## src/rtl/memory_bus_arbiter.sv

```systemverilog
// Two-requester (core/host) arbiter for a single memory port with a watchdog abort.
// Optional build macro HOST_PRIORITY_EN: host wins every tie instead of round-robin.
module memory_bus_arbiter #(
  parameter int BUS_WIDTH      = 32,
  parameter int TIMEOUT_CYCLES = 1024
) (
  input  logic                 clk,
  input  logic                 reset,
  input  logic                 core_read_memory,
  input  logic                 core_write_memory,
  input  logic [BUS_WIDTH-1:0] core_address_memory,
  input  logic [BUS_WIDTH-1:0] core_write_data_memory,
  output logic [BUS_WIDTH-1:0] core_read_data_memory,
  output logic                 core_memory_response,
  input  logic                 host_read_memory,
  input  logic                 host_write_memory,
  input  logic [BUS_WIDTH-1:0] host_address_memory,
  input  logic [BUS_WIDTH-1:0] host_write_data_memory,
  output logic [BUS_WIDTH-1:0] host_read_data_memory,
  output logic                 host_memory_response,
  output logic                 mem_read,
  output logic                 mem_write,
  output logic [BUS_WIDTH-1:0] mem_address,
  output logic [BUS_WIDTH-1:0] mem_write_data,
  input  logic [BUS_WIDTH-1:0] mem_read_data,
  input  logic                 mem_response,
  output logic                 grant_host,
  output logic                 timeout_error
);
  localparam int WD_W = (TIMEOUT_CYCLES > 0) ? $clog2(TIMEOUT_CYCLES + 1) : 1;
  localparam logic [WD_W-1:0] WD_LAST = WD_W'(TIMEOUT_CYCLES - 1);

  typedef enum logic [1:0] {IDLE, BUSY, DONE} state_t;
  typedef struct packed {
    logic                 rd;
    logic                 wr;
    logic [BUS_WIDTH-1:0] addr;
    logic [BUS_WIDTH-1:0] wdata;
  } req_t;

  state_t          state, state_nxt;
  req_t            core_req, host_req, win;
  logic            core_pend, host_pend, tie_host, grant_to_host;
  logic            grant, ack, abort;
  logic            owner_host, last_host;
  logic [WD_W-1:0] wd_cnt;

  assign core_req  = '{core_read_memory, core_write_memory, core_address_memory, core_write_data_memory};
  assign host_req  = '{host_read_memory, host_write_memory, host_address_memory, host_write_data_memory};
  assign core_pend = core_read_memory | core_write_memory;
  assign host_pend = host_read_memory | host_write_memory;

`ifdef HOST_PRIORITY_EN
  assign tie_host = 1'b1;
`else
  assign tie_host = ~last_host;
`endif

  assign grant_to_host = host_pend & (~core_pend | tie_host);
  assign win           = grant_to_host ? host_req : core_req;
  assign grant         = (state == IDLE) & (core_pend | host_pend);
  assign ack           = (state == BUSY) & mem_response;
  // A same-cycle acknowledge beats the watchdog.
  assign abort         = (TIMEOUT_CYCLES != 0) & (state == BUSY) & ~mem_response & (wd_cnt == WD_LAST);

  always_ff @(posedge clk) begin
    if (reset) state <= IDLE;
    else       state <= state_nxt;
  end

  always_comb begin
    state_nxt = state;
    case (state)
      IDLE:    if (core_pend | host_pend) state_nxt = BUSY;
      BUSY:    if (ack | abort)           state_nxt = DONE;
      DONE:                               state_nxt = IDLE;
      default:                            state_nxt = IDLE;
    endcase
  end

  always_ff @(posedge clk) begin
    if (reset) begin
      owner_host            <= 1'b0;
      last_host             <= 1'b1;
      wd_cnt                <= '0;
      mem_read              <= 1'b0;
      mem_write             <= 1'b0;
      mem_address           <= '0;
      mem_write_data        <= '0;
      core_read_data_memory <= '0;
      host_read_data_memory <= '0;
      timeout_error         <= 1'b0;
    end else if (grant) begin
      owner_host     <= grant_to_host;
      last_host      <= grant_to_host;
      wd_cnt         <= '0;
      mem_write      <= win.wr;
      mem_read       <= win.rd & ~win.wr;
      mem_address    <= win.addr;
      mem_write_data <= win.wdata;
    end else if (state == BUSY) begin
      wd_cnt <= wd_cnt + WD_W'(1);
      if (ack | abort) begin
        mem_read  <= 1'b0;
        mem_write <= 1'b0;
      end
      if (abort) begin
        timeout_error <= 1'b1;
        if (owner_host) host_read_data_memory <= '0;
        else            core_read_data_memory <= '0;
      end else if (ack && mem_read) begin
        if (owner_host) host_read_data_memory <= mem_read_data;
        else            core_read_data_memory <= mem_read_data;
      end
    end
  end

  assign core_memory_response = (state == DONE) & ~owner_host;
  assign host_memory_response = (state == DONE) &  owner_host;
  assign grant_host           = (state != IDLE) &  owner_host;
endmodule

```

## config.mk

```make
export PLATFORM = sky130hd
export DESIGN_NAME = memory_bus_arbiter
export DESIGN_NICKNAME = d
export VERILOG_FILES = /design/src/rtl/memory_bus_arbiter.sv
export SDC_FILE = /design/constraint.sdc
export NUM_CORES = 1
export LEC_CHECK = 0
export ABC_AREA = 1
export ABC_CLOCK_PERIOD_IN_PS = 1670
export BUFFER_PORTS_ARGS = -buffer_cell sky130_fd_sc_hd__buf_2
export CORE_ASPECT_RATIO = 1.5
export CORE_MARGIN = 3
export CORE_UTILIZATION = 42
export DETAILED_ROUTE_END_ITERATION = 8
export PLACE_DENSITY = 0.76
export RECOVER_POWER = 25
export SETUP_SLACK_MARGIN = 0.2
export SLEW_MARGIN = 25
export SYNTH_ARGS = -nofsm -noshare
export SYNTH_HDL_FRONTEND = slang
export SYNTH_SLANG_ARGS = --single-unit
export TNS_END_PERCENT = 1
```

## constraint.sdc

```tcl
create_clock -name clk -period 1.67 [get_ports clk]
set_clock_uncertainty 0.15 [all_clocks]
set_input_delay 0.4175 -clock clk [delete_from_list [all_inputs] [get_ports clk]]
set_output_delay 0.4175 -clock clk [all_outputs]
set_load 0.02 [all_outputs]
```

* Word-level counts from Yosys, hierarchy flattened
Cells that the tools add are included.
** Storage, ports and cells
- Bits in registers :: 146
- Latch bits :: 0
- Memory bits (writable) :: 0
- ROM bits :: 0
- Input bits :: 167
- Output and inout port bits :: 134
- Logic and storage cells :: 65
- Memories kept :: 0
** Cells by class
- Add/subtract/negate cells :: 1
- Multiply operators :: 0
- Div/mod/pow operators :: 0
- Magnitude comparators :: 0
- Eq/ne operators :: 5
- Shift operators :: 0
- Multiplexer cells :: 16
- Bitwise gates (word level) :: 20
- Reductions and logical operators :: 12
** Operators with widths (count)
- $mux W32 :: 8
- $mux W66 :: 1
- $add A11 B1 Y11 const B :: 1
- $eq A11 B10 Y1 const B :: 1
- $and A1 B1 Y1 :: 9
- $reduce_and A4 Y1 :: 2
- $reduce_bool A2 Y1 :: 4
- $not A1 Y1 :: 6
- $or A1 B1 Y1 :: 5
- $mux W1 :: 4
- $mux W2 :: 2
- $ne A2 B1 Y1 const B :: 2
- $pmux W2 S2 :: 1
- $reduce_and A2 Y1 :: 2
- $reduce_and A3 Y1 :: 1
- $eq A2 B1 Y1 const B :: 1
- $eq A2 B2 Y1 const B :: 1
- $logic_not A2 Y1 :: 1
- $reduce_or A2 Y1 :: 1
- $logic_and A1 B1 Y1 :: 1

* Longest topological paths before layout
- Word-level depth :: 8
- Depth in mapped cells :: 10
- Depth with buffers taken out :: 9

* Worst setup path before layout
No wires, ideal clock.
- Path type :: input to register
- Start point :: input host_read_memory
- End point :: register mem_address[10]
- Arrival :: 1.467 ns
- Path slack :: -0.006 ns
- Stages on the path :: 8
- Buffers on the path :: 2
- Path through :: or2_1 -> o21ai_4 -> nand2_2 -> inv_2 -> buf_6 -> buf_6 -> nand2_1 -> nand2_1
** On the way
- Word-level cells in the longest chain between the ends :: 3
- Elaborated cells on any way between the ends :: 5
- Classes of those cells :: mux (1); bitwise (4)
** Ends and longest elaborated chain
- start: declaration :: line 15 : input logic host_read_memory,
- $or A1 B1 Y1 * :: line 51 : assign host_pend = host_read_memory | host_write_memory;
- $and A1 B1 Y1 or $or A1 B1 Y1 (tied branches) :: line 59, 61
- $mux W66 or $and A1 B1 Y1 (tied branches) :: line 60, 61
- end signal: assignment :: line 99 : mem_address <= win.addr;
- end: declaration :: line 23 : output logic [BUS_WIDTH-1:0] mem_address,
Every way passes the cells marked *; elsewhere a longest branch is shown, timed or not.
A chain may end at the register's enable or synchronous reset.

* Worst setup path after layout
- Start point :: register state[0]
- End point :: output core_memory_response
** On the way
- Word-level cells in the longest chain between the ends :: 2
** Ends and longest elaborated chain
- start: declaration :: line 41 : state_t state, state_nxt;
- start signal: assignment :: line 68 : else state <= state_nxt;
- $eq A2 B2 Y1 :: line 118 : assign core_memory_response = (state == DONE) & ~owner_host;
- $and A1 B1 Y1 :: line 118
- end: declaration :: line 14 : output logic core_memory_response,
No other way between the ends.

==> summary.txt <==
Outcome
  – Status: complete, but fails checks
  – Violated checks: setup timing

Power and ir drop
  – Leakage: about 4.8 nW
  – Total power: roughly 11 mW
  – P per Cell Area: around 1100 nW/um2
  – Clk network pwr share: 35.4%
  – Sw frac: between 30% and 40%
  – Worst VDD drop: ~0.00067 V
  – Internal Power: about 7.5 mW
  – Net Switching: roughly 3.4 mW
  – Comb pwr share: a little over a quarter
  – Reg power frac: 38.0%

Placement
  – Buffers on Ports: 300
  – Placed cell areas: around 8400 um2
  – Dpl cells: 1,366
  – RD Place Congestion: around 0.85
  – Post-place setup slack: -0.144 ns
  – Final HPWL DP: 15.3 mm

Floorplanning
  – Placeable Area: about 15,000 um2
  – FP Rows: 54
  – DIE AREA: 17,000 um2
  – Initial core utilization: ~44%
  – Io pins: 301
  – Die Span Y: 158 um
  – Die Span X: ~110 um

STA
  – Fmax: 558 MHz
  – Fin. Hold Viols: 0
  – RSZ-0062 raised after global routing: true
  – Max Transition Viols Final: 0
  – Worst-margin pin slew: roughly 0.3 ns
  – Slew headroom: about four fifths
  – Crit share post-route: 107%
  – Min setup slack post-route: -0.121 ns
  – Final setup vio count: 8
  – Final min period: roughly 1.8 ns
  – Worst hold slack: 0.0995 ns
  – Setup tns final: -0.328 ns

Final layout
  – Antenna Cells: 0
  – Area of the multi-input gates: around 3200 um2
  – # fillers: between 1,000 and 1,500
  – FF/Latch Area: between 2000 and 3000 um2
  – Synthesis-to-layout area growth: 52.5%
  – Final core utilization: about two thirds
  – Finished Cell Area: between 9000 and 10,000 um2
  – Final nets: about 1,400
  – Share of cells above drive strength 1: between 40 and 50%
  – Non-filler cells, final: ~1,400

Global routing
  – Tot GR Track Use: 23.8%
  – Initial antenna violation count: 0
  – First-pass GRT wire length: between 30 and 40 mm
  – Largest net degree at the start of global routing: slightly below 70
  – Congestion Overflow GR: 0
  – Vias in the first global route: 6,514

Detailed routing
  – ANT nets after route: 0
  – Via density: about 4.9
  – # DRC: 0
  – Router iterations before antenna repair: 5
  – Total length of routed wires: approximately 21 mm
  – Avg WL per Cell: roughly 15 um
  – Detailed Route Iter0 Violations: around 450
  – Via count: ~7,000

Clock network
  – Clock transition at path regs: roughly 0.060 ns
  – CTS tree: yes
  – Number of H-tree levels: 4
  – Clock Sinks: between 100 and 150
  – CTS Buf Count: 17
  – Clock Tree Root: clkbuf_16
  – Clk_lat worst skew: approximately 0.40 ns
  – Clk buf depth: 2
  – Hold_buf cts: 0

Synth
  – Syn_nets: between 1,000 and 1,500
  – Syn. warnings: 0
  – Top_reg_cell synth: dfxtp_1
  – Post-synth EDFFs: 0
  – FFs w/ async S/R, synth: 0%
  – Syn Inst Count: 886
  – Unique masters post-synth: 34
  – Sequential share of the synthesized area: approximately 45%
  – Syn Std Cell Area: between 6000 and 7000 um2
  – Syn_area_per_cell: ~7.3 um2
  – Seq cells post-synth: roughly 150

Setup path
  – Critical path type: reg2out
  – Critical R2R Capture: host_read_data_memory[6]
  – R2R setup slack: -0.01 ns
  – CP endpoint kind: output port
  – Crit path max fanout: 5
  – Worst R2R Path Depth: 9
  – Buf+Inv Stages, Crit Path: 2
  – Crit path DAT: between 1 and 1.5 ns
  – Worst r2r src: state[0]
  – Critical Path RT: around 1.1 ns
  – Crit path max-delay family: flip-flops
  – CP max-delay cell: dfxtp_4
  – Crit path launch type: register
  – Critical Path Stages: 3
  – Worst-path cell chain: nor3_2, buf_4, buf_6
  – Critical Path Max Stage Delay: roughly 0.38 ns

Worst hold path
  – Min-delay worst type: in2reg
  – Worst hold stages: 3
  – Hold Crit Endpoint: mem_write_data[10]
  – Hold Crit Start: core_write_data_memory[10]

Job
  – Total of max-cap violations: 0
[worst min-delay path: stages]
cell	delay, ns
buf_2	0.07
o211ai_1	0.08
nand2_1	0.06
[sequential cells by signal, indices dropped and copies added, names as in the netlist, 2 cells and up]
register and count:
core_read_data_memory 32, host_read_data_memory 32, mem_address 32, mem_write_data 32, state 2, wd_cnt 11
[kinds of logic (layout without fill, tap and decap cells)]
family	count (synthesis)	after routing	share of synthesized area (%)
compound gates	133	133	13.0
simple gates	501	501	34.0
flops	146	146	45.2
buf+inv	104	424	7.50
fa+ha+maj	1	1	0.193
xor+xnor	1	1	0.135
[Yosys cell counts (4+ instances only)]
cell | instances | area, um2
or2_1 | 17 | 106
nor2_1 | 98 | 368
nand3_1 | 55 | 275
clkbuf_1 | 20 | 75.1
inv_1 | 42 | 158
dfxtp_1 | 146 | 2920
nand2_1 | 262 | 983
or2_2 | 48 | 300
buf_2 | 30 | 150
buf_6 | 7 | 78.8
o21ai_0 | 4 | 20.0
nor3_1 | 5 | 25.0
a21oi_1 | 58 | 290
o211ai_1 | 63 | 473
[routing by layer]
| metal | routed length, um | up-vias | GRT usage [%] |
|---|---|---|---|
| li1 | - | 3481 | - |
| met1 | 8240 | 3109 | 28.9 |
| met2 | 10200 | 298 | 41.4 |
| met3 | 1890 | 37 | 6.08 |
| met4 | 512 | 0 | 7.28 |
| met5 | 0 | - | 0 |
[worst max path at each step]
stage                 startpoint              endpoint
2_1_floorplan  core_write_memory    mem_write_data[12]
3_3_place_gp   core_write_memory    mem_write_data[31]
3_5_place_dp   core_write_memory       mem_address[16]
4_1_cts                 state[0]  core_memory_response
5_1_grt                 state[0]  core_memory_response
6_report                state[0]  core_memory_response
[layout make-up]
class,count,share of cell area (%)
Tap cell,196,2.49
Inverter,45,1.81
Sequential cell,146,30.2
Multi-Input combinational cell,636,32.3
Timing Repair Buffer,347,27.1
Clock inverter,12,1.50
Clock buffer,20,4.63
[power groups by stage]
| stage | Sequential (mW) | Clock [mW] | Combinational, mW |
|---|---|---|---|
| global placement | 4.10 | 0 | 2.47 |
| floorplan | 4.48 | 0 | 1.06 |
| global route | 4.19 | 4.12 | 3.15 |
| finish | 4.15 | 3.87 | 2.91 |
| CTS | 4.08 | 3.96 | 2.71 |
| detailed placement | 4.09 | 0 | 2.50 |
[cells in the final DEF, fill, tap and decap left out, types with 4 or more instances in the layout]
cell type and count:
a21oi_1 58, buf_12 12, buf_2 166, buf_4 59
buf_6 96, clkbuf_1 9, clkbuf_16 17, clkbuf_2 5
clkinv_4 5, dfxtp_1 109, dfxtp_2 34, inv_1 39
inv_2 4, inv_6 4, nand2_1 253, nand2_2 11
nand3_1 53, nor2_1 91, nor2_4 10, o211ai_1 63
o21ai_0 4, or2_1 16, or2_2 48
[what timing repair did]
action                                  in CTS  in global routing
buffers inserted                             4                  0
pin swaps                                   76                109
endpoints found under the setup margin     271                270
resized for setup                          141                218
Note: power is estimated with default switching activity, not from simulation.
